<file path="config.mk">
export PLATFORM = sky130hd
export DESIGN_NAME = vram_burst_fetch
export DESIGN_NICKNAME = d
export VERILOG_FILES = /design/src/rtl/vram_burst_fetch_pkg.sv /design/src/rtl/vram_burst_fetch_fifo.sv /design/src/rtl/vram_burst_fetch.sv
export SDC_FILE = /design/constraint.sdc
export NUM_CORES = 1
export LEC_CHECK = 0
export ABC_AREA = 1
export BUFFER_PORTS_ARGS = -buffer_cell sky130_fd_sc_hd__buf_2
export CELL_PAD_IN_SITES_DETAIL_PLACEMENT = 1
export CELL_PAD_IN_SITES_GLOBAL_PLACEMENT = 1
export CORE_MARGIN = 5
export CORE_UTILIZATION = 51
export DETAILED_ROUTE_END_ITERATION = 6
export GPL_TIMING_DRIVEN = 0
export PLACE_DENSITY = 0.87
export SLEW_MARGIN = 20
export SYNTH_ARGS = -nofsm -noshare
export SYNTH_HDL_FRONTEND = slang
export SYNTH_SLANG_ARGS = --single-unit
export TNS_END_PERCENT = 10
</file>
<file path="constraint.sdc">
create_clock -name i_clk -period 4.65 [get_ports i_clk]
set_input_delay 0.465 -clock i_clk [delete_from_list [all_inputs] [get_ports i_clk]]
set_output_delay 0.465 -clock i_clk [all_outputs]
set_load 0.02 [all_outputs]
</file>
<file path="src/rtl/vram_burst_fetch_pkg.sv">
// Shared definitions for the VRAM burst fetcher: port widths and FSM state encodings.
package vram_burst_fetch_pkg;

    localparam int VRAM_WORD_AW = 15;
    localparam int VRAM_DATA_W  = 32;

    typedef enum logic [1:0] {
        ST_IDLE  = 2'd0,
        ST_FETCH = 2'd1,
        ST_FLUSH = 2'd2
    } state_t;

    // The word address space is 15 bits, so the step wraps modulo 2^15.
    function automatic logic [VRAM_WORD_AW-1:0] step_addr(
        input logic [VRAM_WORD_AW-1:0] i_addr,
        input logic [VRAM_WORD_AW-1:0] i_inc
    );
        return i_addr + i_inc;
    endfunction

endpackage

</file>
<file path="src/rtl/vram_burst_fetch_fifo.sv">
// burst_fifo: first-word fall-through FIFO with a registered occupancy count.
// Clear has priority over push/pop; the head reads as zero when empty.
module burst_fifo #(
    parameter int DEPTH = 8,
    parameter int WIDTH = 32
) (
    input  logic                     i_clk,
    input  logic                     i_rst,
    input  logic                     i_clear,
    input  logic                     i_push,
    input  logic [WIDTH-1:0]         i_data,
    input  logic                     i_pop,
    output logic [WIDTH-1:0]         o_data,
    output logic [$clog2(DEPTH):0]   o_count,
    output logic                     o_empty,
    output logic                     o_full
);
    localparam int AW = $clog2(DEPTH);
    localparam int CW = AW + 1;

    logic [WIDTH-1:0] r_mem [DEPTH];
    logic [AW-1:0]    r_wr_ptr;
    logic [AW-1:0]    r_rd_ptr;
    logic [CW-1:0]    r_count;
    logic             w_do_push;
    logic             w_do_pop;

    assign o_empty   = (r_count == '0);
    assign o_full    = (r_count == CW'(DEPTH));
    assign o_count   = r_count;
    assign o_data    = o_empty ? '0 : r_mem[r_rd_ptr];
    assign w_do_push = i_push && !o_full && !i_clear;
    assign w_do_pop  = i_pop && !o_empty && !i_clear;

    always_ff @(posedge i_clk) begin
        if (i_rst || i_clear) begin
            r_wr_ptr <= '0;
            r_rd_ptr <= '0;
            r_count  <= '0;
        end else begin
            if (w_do_push) begin
                r_wr_ptr <= r_wr_ptr + AW'(1);
            end
            if (w_do_pop) begin
                r_rd_ptr <= r_rd_ptr + AW'(1);
            end
            case ({w_do_push, w_do_pop})
                2'b10:   r_count <= r_count + CW'(1);
                2'b01:   r_count <= r_count - CW'(1);
                default: r_count <= r_count;
            endcase
        end
    end

    // Storage needs no reset: the head is masked to zero while empty.
    always_ff @(posedge i_clk) begin
        if (w_do_push) begin
            r_mem[r_wr_ptr] <= i_data;
        end
    end

endmodule

</file>
<file path="src/rtl/vram_burst_fetch.sv">
// Burst reader for a 32-bit read-only VRAM port feeding a small FWFT FIFO.
// Define VRAM_BURST_FETCH_STRIDE_EN to add an 8-bit address stride captured at start.
module vram_burst_fetch
    import vram_burst_fetch_pkg::*;
#(
    parameter int FIFO_DEPTH = 8,
    parameter int LEN_W      = 9
) (
    input  logic                    i_clk,
    input  logic                    i_rst,
    input  logic                    i_start,
    input  logic [VRAM_WORD_AW-1:0] i_start_addr,
    input  logic [LEN_W-1:0]        i_len,
    input  logic                    i_abort,
`ifdef VRAM_BURST_FETCH_STRIDE_EN
    input  logic [7:0]              i_stride,
`endif
    output logic                    o_busy,
    output logic                    o_done,
    output logic [VRAM_WORD_AW-1:0] o_vram_addr,
    output logic                    o_vram_strobe,
    input  logic                    i_vram_ack,
    input  logic [VRAM_DATA_W-1:0]  i_vram_rddata,
    output logic [VRAM_DATA_W-1:0]  o_out_data,
    output logic                    o_out_valid,
    input  logic                    i_out_ready
);
    localparam int CW = $clog2(FIFO_DEPTH) + 1;

    state_t                  r_state;
    state_t                  w_state_next;
    logic [VRAM_WORD_AW-1:0] r_addr_last;
    logic [VRAM_WORD_AW-1:0] w_addr_last_next;
    logic [VRAM_WORD_AW-1:0] w_addr_inc;
    logic [LEN_W-1:0]        r_words_left;
    logic [LEN_W-1:0]        w_words_left_next;
    logic [LEN_W-1:0]        w_words_after_ack;
    logic                    r_done;
    logic                    w_done_next;
    logic                    w_push;
    logic                    w_clear;
    logic [CW-1:0]           w_count;
    logic                    w_empty;
    logic                    w_full;

`ifdef VRAM_BURST_FETCH_STRIDE_EN
    logic [7:0]              r_stride;
    logic                    w_load_stride;
    assign w_addr_inc = VRAM_WORD_AW'(r_stride);
`else
    assign w_addr_inc = VRAM_WORD_AW'(1);
`endif

    always_ff @(posedge i_clk) begin
        if (i_rst) begin
            r_state      <= ST_IDLE;
            r_addr_last  <= '0;
            r_words_left <= '0;
            r_done       <= 1'b0;
        end else begin
            r_state      <= w_state_next;
            r_addr_last  <= w_addr_last_next;
            r_words_left <= w_words_left_next;
            r_done       <= w_done_next;
        end
    end

`ifdef VRAM_BURST_FETCH_STRIDE_EN
    always_ff @(posedge i_clk) begin
        if (i_rst) begin
            r_stride <= '0;
        end else if (w_load_stride) begin
            r_stride <= i_stride;
        end
    end
`endif

    always_comb begin
        w_state_next      = r_state;
        w_addr_last_next  = r_addr_last;
        w_words_left_next = r_words_left;
        w_done_next       = 1'b0;
        w_push            = 1'b0;
        w_clear           = 1'b0;
        o_vram_strobe     = 1'b0;
        o_vram_addr       = r_addr_last;
        w_words_after_ack = r_words_left - LEN_W'(i_vram_ack);
`ifdef VRAM_BURST_FETCH_STRIDE_EN
        w_load_stride     = 1'b0;
`endif
        case (r_state)
            ST_IDLE: begin
                if (i_abort) begin
                    w_clear = 1'b1;
                end else if (i_start) begin
                    if (i_len == '0) begin
                        w_done_next = 1'b1;
                    end else begin
                        w_state_next      = ST_FETCH;
                        w_addr_last_next  = i_start_addr;
                        w_words_left_next = i_len;
`ifdef VRAM_BURST_FETCH_STRIDE_EN
                        w_load_stride     = 1'b1;
`endif
                    end
                end
            end
            ST_FETCH: begin
                // An ack retires the word at addr_last, so the next request moves on.
                if (i_vram_ack) begin
                    o_vram_addr = step_addr(r_addr_last, w_addr_inc);
                end
                w_addr_last_next = o_vram_addr;
                if (i_abort) begin
                    w_clear      = 1'b1;
                    w_state_next = ST_FLUSH;
                end else begin
                    // Free-space check ignores a same-cycle pop, keeping one request in flight at most.
                    o_vram_strobe = (w_words_after_ack != '0) && !w_full &&
                                    ((w_count + CW'(i_vram_ack)) < CW'(FIFO_DEPTH));
                    if (i_vram_ack) begin
                        w_push            = 1'b1;
                        w_words_left_next = w_words_after_ack;
                        if (w_words_after_ack == '0) begin
                            w_done_next  = 1'b1;
                            w_state_next = ST_IDLE;
                        end
                    end
                end
            end
            ST_FLUSH: begin
                w_state_next = ST_IDLE;
            end
            default: begin
                w_state_next = ST_IDLE;
            end
        endcase
    end

    burst_fifo #(
        .DEPTH (FIFO_DEPTH),
        .WIDTH (VRAM_DATA_W)
    ) u_fifo (
        .i_clk   (i_clk),
        .i_rst   (i_rst),
        .i_clear (w_clear),
        .i_push  (w_push),
        .i_data  (i_vram_rddata),
        .i_pop   (o_out_valid && i_out_ready),
        .o_data  (o_out_data),
        .o_count (w_count),
        .o_empty (w_empty),
        .o_full  (w_full)
    );

    assign o_busy      = (r_state != ST_IDLE);
    assign o_done      = r_done;
    assign o_out_valid = !w_empty;

endmodule

</file>
After elaboration in Yosys (flattened, before gate mapping)
Memories as Yosys holds them, arrays and structs flattened. A register that Yosys moved wholly into a read port is not among the register bits.
Cells that the tools add are included.
Word-level totals
  register bits after elaboration: 37
  RAM bits: 256
  output and inout bits: 51
  logic and storage cells: 89
  memories kept: 1
Memories
  u_fifo.r_mem: depth 8, bits a word 32, read ports 1, clocked after memory_dff 1, write ports 1, line vram_burst_fetch_fifo.sv:21  | logic [WIDTH-1:0] r_mem [DEPTH];
Cells by class
  $add $sub $neg: 7
  magnitude comparators: 1
  eq/ne operators: 11
  mux-type cells: 39
  reductions and logical operators: 23
Operators with widths (count)
  2-to-1 mux 15 bit: 5
  2-to-1 mux 9 bit: 5
  2-to-1 mux 32 bit: 1
  one-hot mux 15 bit (2 select lines): 1
  logical NOT 9 bit: 2
  one-hot mux 9 bit (2 select lines): 1
  adder 15 x 1 -> 15 bit, second input constant: 1
  2-to-1 mux 1 bit: 15
  2-to-1 mux 2 bit: 6
  inequality test 2 bit, second input constant: 5
  nonzero test 9 bit: 1
  subtractor 9 x 1 -> 9 bit: 1
  one-hot mux 4 bit (2 select lines): 1
  logical AND 1 bit: 7
  adder 3 x 1 -> 3 bit, second input constant: 2
  2-to-1 mux 3 bit: 2
  inequality test 3 bit, second input constant: 2
  AND reduction 6 bit: 1
  nonzero test 2 bit: 3
  AND reduction 5 bit: 1
  adder 4 x 1 -> 4 bit: 1
  adder 4 x 1 -> 4 bit, second input constant: 1
  equality test 2 x 1 -> 1 bit, second input constant: 2
  equality test 4 bit, second input constant: 1
  11 further kinds: 13

Depth between registers and ports, before layout
  depth after elaboration: 7
  gate-level depth with buffers: 15
  gate-level depth less buffers: 15

Modules after synthesis
Synthesis repeated with hierarchy kept, for this count alone.
Second synthesis, totals
  cells, all modules: 1177
  area total of the unflattened synthesis: 12713.4 um2
By module, submodules not included
  burst_fifo: instances 1, cells an instance 859, area an instance 10746.6 um2, sequential area each 7947.6 um2
  vram_burst_fetch: instances 1, cells an instance 318, area an instance 1966.9 um2, sequential area each 540.5 um2

Least setup slack after synthesis
Ideal clock, no wire load.
  path type: input-to-reg
  start: input i_vram_ack
  end: memory u_fifo.r_mem[0][0] (enable)
  arrival: 2.542 ns
  data required time: 4.229 ns
  setup slack: 1.687 ns
  stages: 6
  cell sequence: buf_4 -> inv_1 -> nor2_2 -> nand2_2 -> or2_4 -> nor2_1
Between the ends
  word-level cells in the longest chain between the ends: 7
RTL lines
  start, declared: line vram_burst_fetch.sv:22  | input logic i_vram_ack,
  2-to-1 mux 1 bit: line vram_burst_fetch.sv:121  | if (i_vram_ack) begin
  2-to-1 mux 1 bit: line vram_burst_fetch.sv:114  | if (i_abort) begin
  2-to-1 mux 1 bit: line vram_burst_fetch.sv:91  | case (r_state)
  logical AND 1 bit (2 in series): line vram_burst_fetch_fifo.sv:32  | assign w_do_push = i_push && !o_full && !i_clear;
  2-to-1 mux 1 bit: line vram_burst_fetch_fifo.sv:57  | if (w_do_push) begin
  2-to-1 mux 1 bit (not written as such): line vram_burst_fetch_fifo.sv:58  | r_mem[r_wr_ptr] <= i_data;
  end, declared: line vram_burst_fetch_fifo.sv:21
Every way passes these cells.

==> qor.txt <==
worst setup margin: 1460 ps
syn_area_per_cell: 10.9 um^2
Total Routing Usage GR: 27.3%
share of cells above drive strength 1: 17.1%
Total Power: 5.94 mW
Mapped Cells: 1155
slew margin rel.: 47.9%
Post-Place Cells: 1599
Post-synth top flop: edfxtp_1
gpl congestion: 0.836
asr flop ratio synth: 0%
Area growth syn-to-layout: 17.6%
Resized Gates After CTS: 0
Post-CTS Setup Repair Bufs: 0
Nets: 1379
Synth top area share: 61.2%
IO Pins: 113
slew of the pin with the lowest slew margin: 779 ps
first-pass GRT wire length: 60.0 mm
Syn. warnings: 0
WP data arrival: 2730 ps
hold depth: 2
routed len/inst: 23.6 um
number of antenna violations at the first check in global routing: 4
Seq/Total Area, Yosys: 67.6%
Unique masters post-synth: 40
critical path type: reg2out
Slew Limit Fails: 0
number of flops mapped to enable cells by yosys: 256
Worst VDD drop: 245 uV
P per Cell Area: 402 nW/um^2
RSZ-0062 raised after global routing: false
Row Count: 57
Synth area leader: edfxtp_1
DRC violations left: 0
Worst Skew: 21.9 ps
startpoint types: flip-flop
vias after detailed routing: 9877
FMAX: 313 MHz
final std cells w/o fill: 1655
DRT Wirelength: 39.0 mm
Die X-Extent: 167 um
CTS tree: built
Fill cells: 2646
average via count per standard cell: 5.97
gr ovfl total: 0
number of global-route vias before repair: 10600
Critical Path RT: 4180 ps
Hold Path Class: in2reg
PortBufs: 112
H-tree level count: 1
pre-CTS setup slack: 1850 ps
CTS Sinks: 296
most frequent cells in the layout: edfxtp_1 (256), nor2_1 (223), o21ai_0 (167), buf_2 (130), nand2_1 (113)
Synth Net Count: 1227
Sum Neg Setup Slack: 0 ps
commonest non-fill, non-tap cell in the layout: edfxtp_1
crit path max fanout: 10
Final ANT Viol Nets: 0
Root Buffer: clkbuf_16
R2R cell count: 14
Synth Register Bits: 296
core area: 24300 um^2
Area contributors post-synth: edfxtp_1 (61%), nor2_1 (6.9%), o21ai_0 (6.7%)
DRT Pass-1 Iters: 7
Syn Std Cell Area: 12600 um^2
maxcap violations: 0
Reg clk slew, reported paths: 60 ps
Hold Fails Final Rpt: 0
outcome: finished, final reports clean
CP Capture Type: output pin
CTS Buf Count: 30
DP Wirelength: 25.9 mm
Die Height: 167 um
period utilization: 68.6%
largest net degree at the start of global routing: 24
die area: 27900 um^2
initial drt markers: 841
Leakage: 5.34 nW
CTS Hold Bufs: 0
Antenna diodes: 0
endpoints failing setup: 0
Max clock buf depth: 3
clk_lat worst skew: 550 ps
Hold WS: 163 ps
min Tclk post-route: 3190 ps
Starting Density: 51.7%
==> sequential cells by signal, summed over array words and instances (netlist names), named ones only <==
| signal | count |
|---|---|
| o_done | 1 |
| u_fifo.r_wr_ptr | 3 |
| u_fifo.r_rd_ptr | 3 |
| r_addr_last | 15 |
| u_fifo.o_count | 4 |
| r_state | 2 |
| r_words_left | 9 |
| u_fifo.r_mem | 256 |
==> final cells by class <==
class | instances | area [um^2] | area share, %
buffer | 61 | 282 | 1.91
timing repair buffer | 120 | 746 | 5.05
multi-input combinational | 740 | 3640 | 24.6
clock inverter | 13 | 140 | 0.948
inverter | 58 | 218 | 1.47
sequential | 296 | 8490 | 57.4
clock buffer | 43 | 861 | 5.83
tap | 324 | 405 | 2.74
==> per-layer routing <==
layer | up-vias | wire length, um | GRT usage [%]
li1 | 4416 | - | -
met1 | 4880 | 14900 | 33.3
met2 | 467 | 20000 | 48.7
met3 | 106 | 2740 | 5.05
met4 | 8 | 1320 | 9.18
met5 | - | 38 | 0
==> worst max-delay path, cell delays in order (launching register included) <==
cell and delay [ps]:
dfxtp_1 350, inv_2 80, buf_4 180, clkbuf_1 480, nor2_1 130, o22ai_1 220
o21ai_0 130, a31oi_1 350, buf_2 240
==> cells in the mapped netlist (2+ instances only) <==
cell and number:
nand4_1 7, ha_1 9, nand2_2 6, nor3_2 2, nor2_4 3, o21ai_1 36
nand2_1 113, buf_4 2, a21oi_2 4, o21bai_1 3, o22ai_1 32, inv_2 6
nor2_1 231, edfxtp_1 256, a31oi_1 33, buf_1 5, inv_1 51, clkbuf_1 33
xor2_1 3, nand3_2 2, a21oi_1 45, buf_6 3, buf_2 18, nor2_2 2
nand3_1 27, nor3_1 4, dfxtp_1 40, o21ai_0 167
==> where the power goes <==
part | internal (mW) | switching [mW] | leakage, nW
sequential | 2.92 | 0.0388 | 2.63
clock | 1.45 | 1.02 | 0.485
combinational | 0.160 | 0.352 | 2.22
==> kinds of logic after synthesis <==
kind of cell,count (synthesis),synth area share (%)
XOR/XNOR,4,0.279
buffers and inverters,119,3.97
AO/OA/AOI/OAI,322,13.7
flip-flops,296,67.6
adder cells (fa/ha/maj),10,1.06
AND/OR/NAND/NOR,404,13.4
==> stage by stage <==
stage          cell area (um^2)  util, %
3_3_place_gp              13500     55.6
2_1_floorplan             12600        -
3_5_place_dp              13800     56.6
4_1_cts                   14800     60.8
5_1_grt                   14800     60.8
6_report                  14800     60.8
==> path summary, 6_finish.rpt <==
check | slack [ps] | start | end
worst min register to register | 480 | r_words_left[0] | r_words_left[0]
worst max-delay path | 1460 | flip-flop | o_out_data[0]
worst min-delay path | 160 | i_rst | r_words_left[8]
worst max register to register | 1690 | u_fifo.o_count[1] | u_fifo.o_count[3]
No activity file was read; power rests on OpenSTA's default activity.
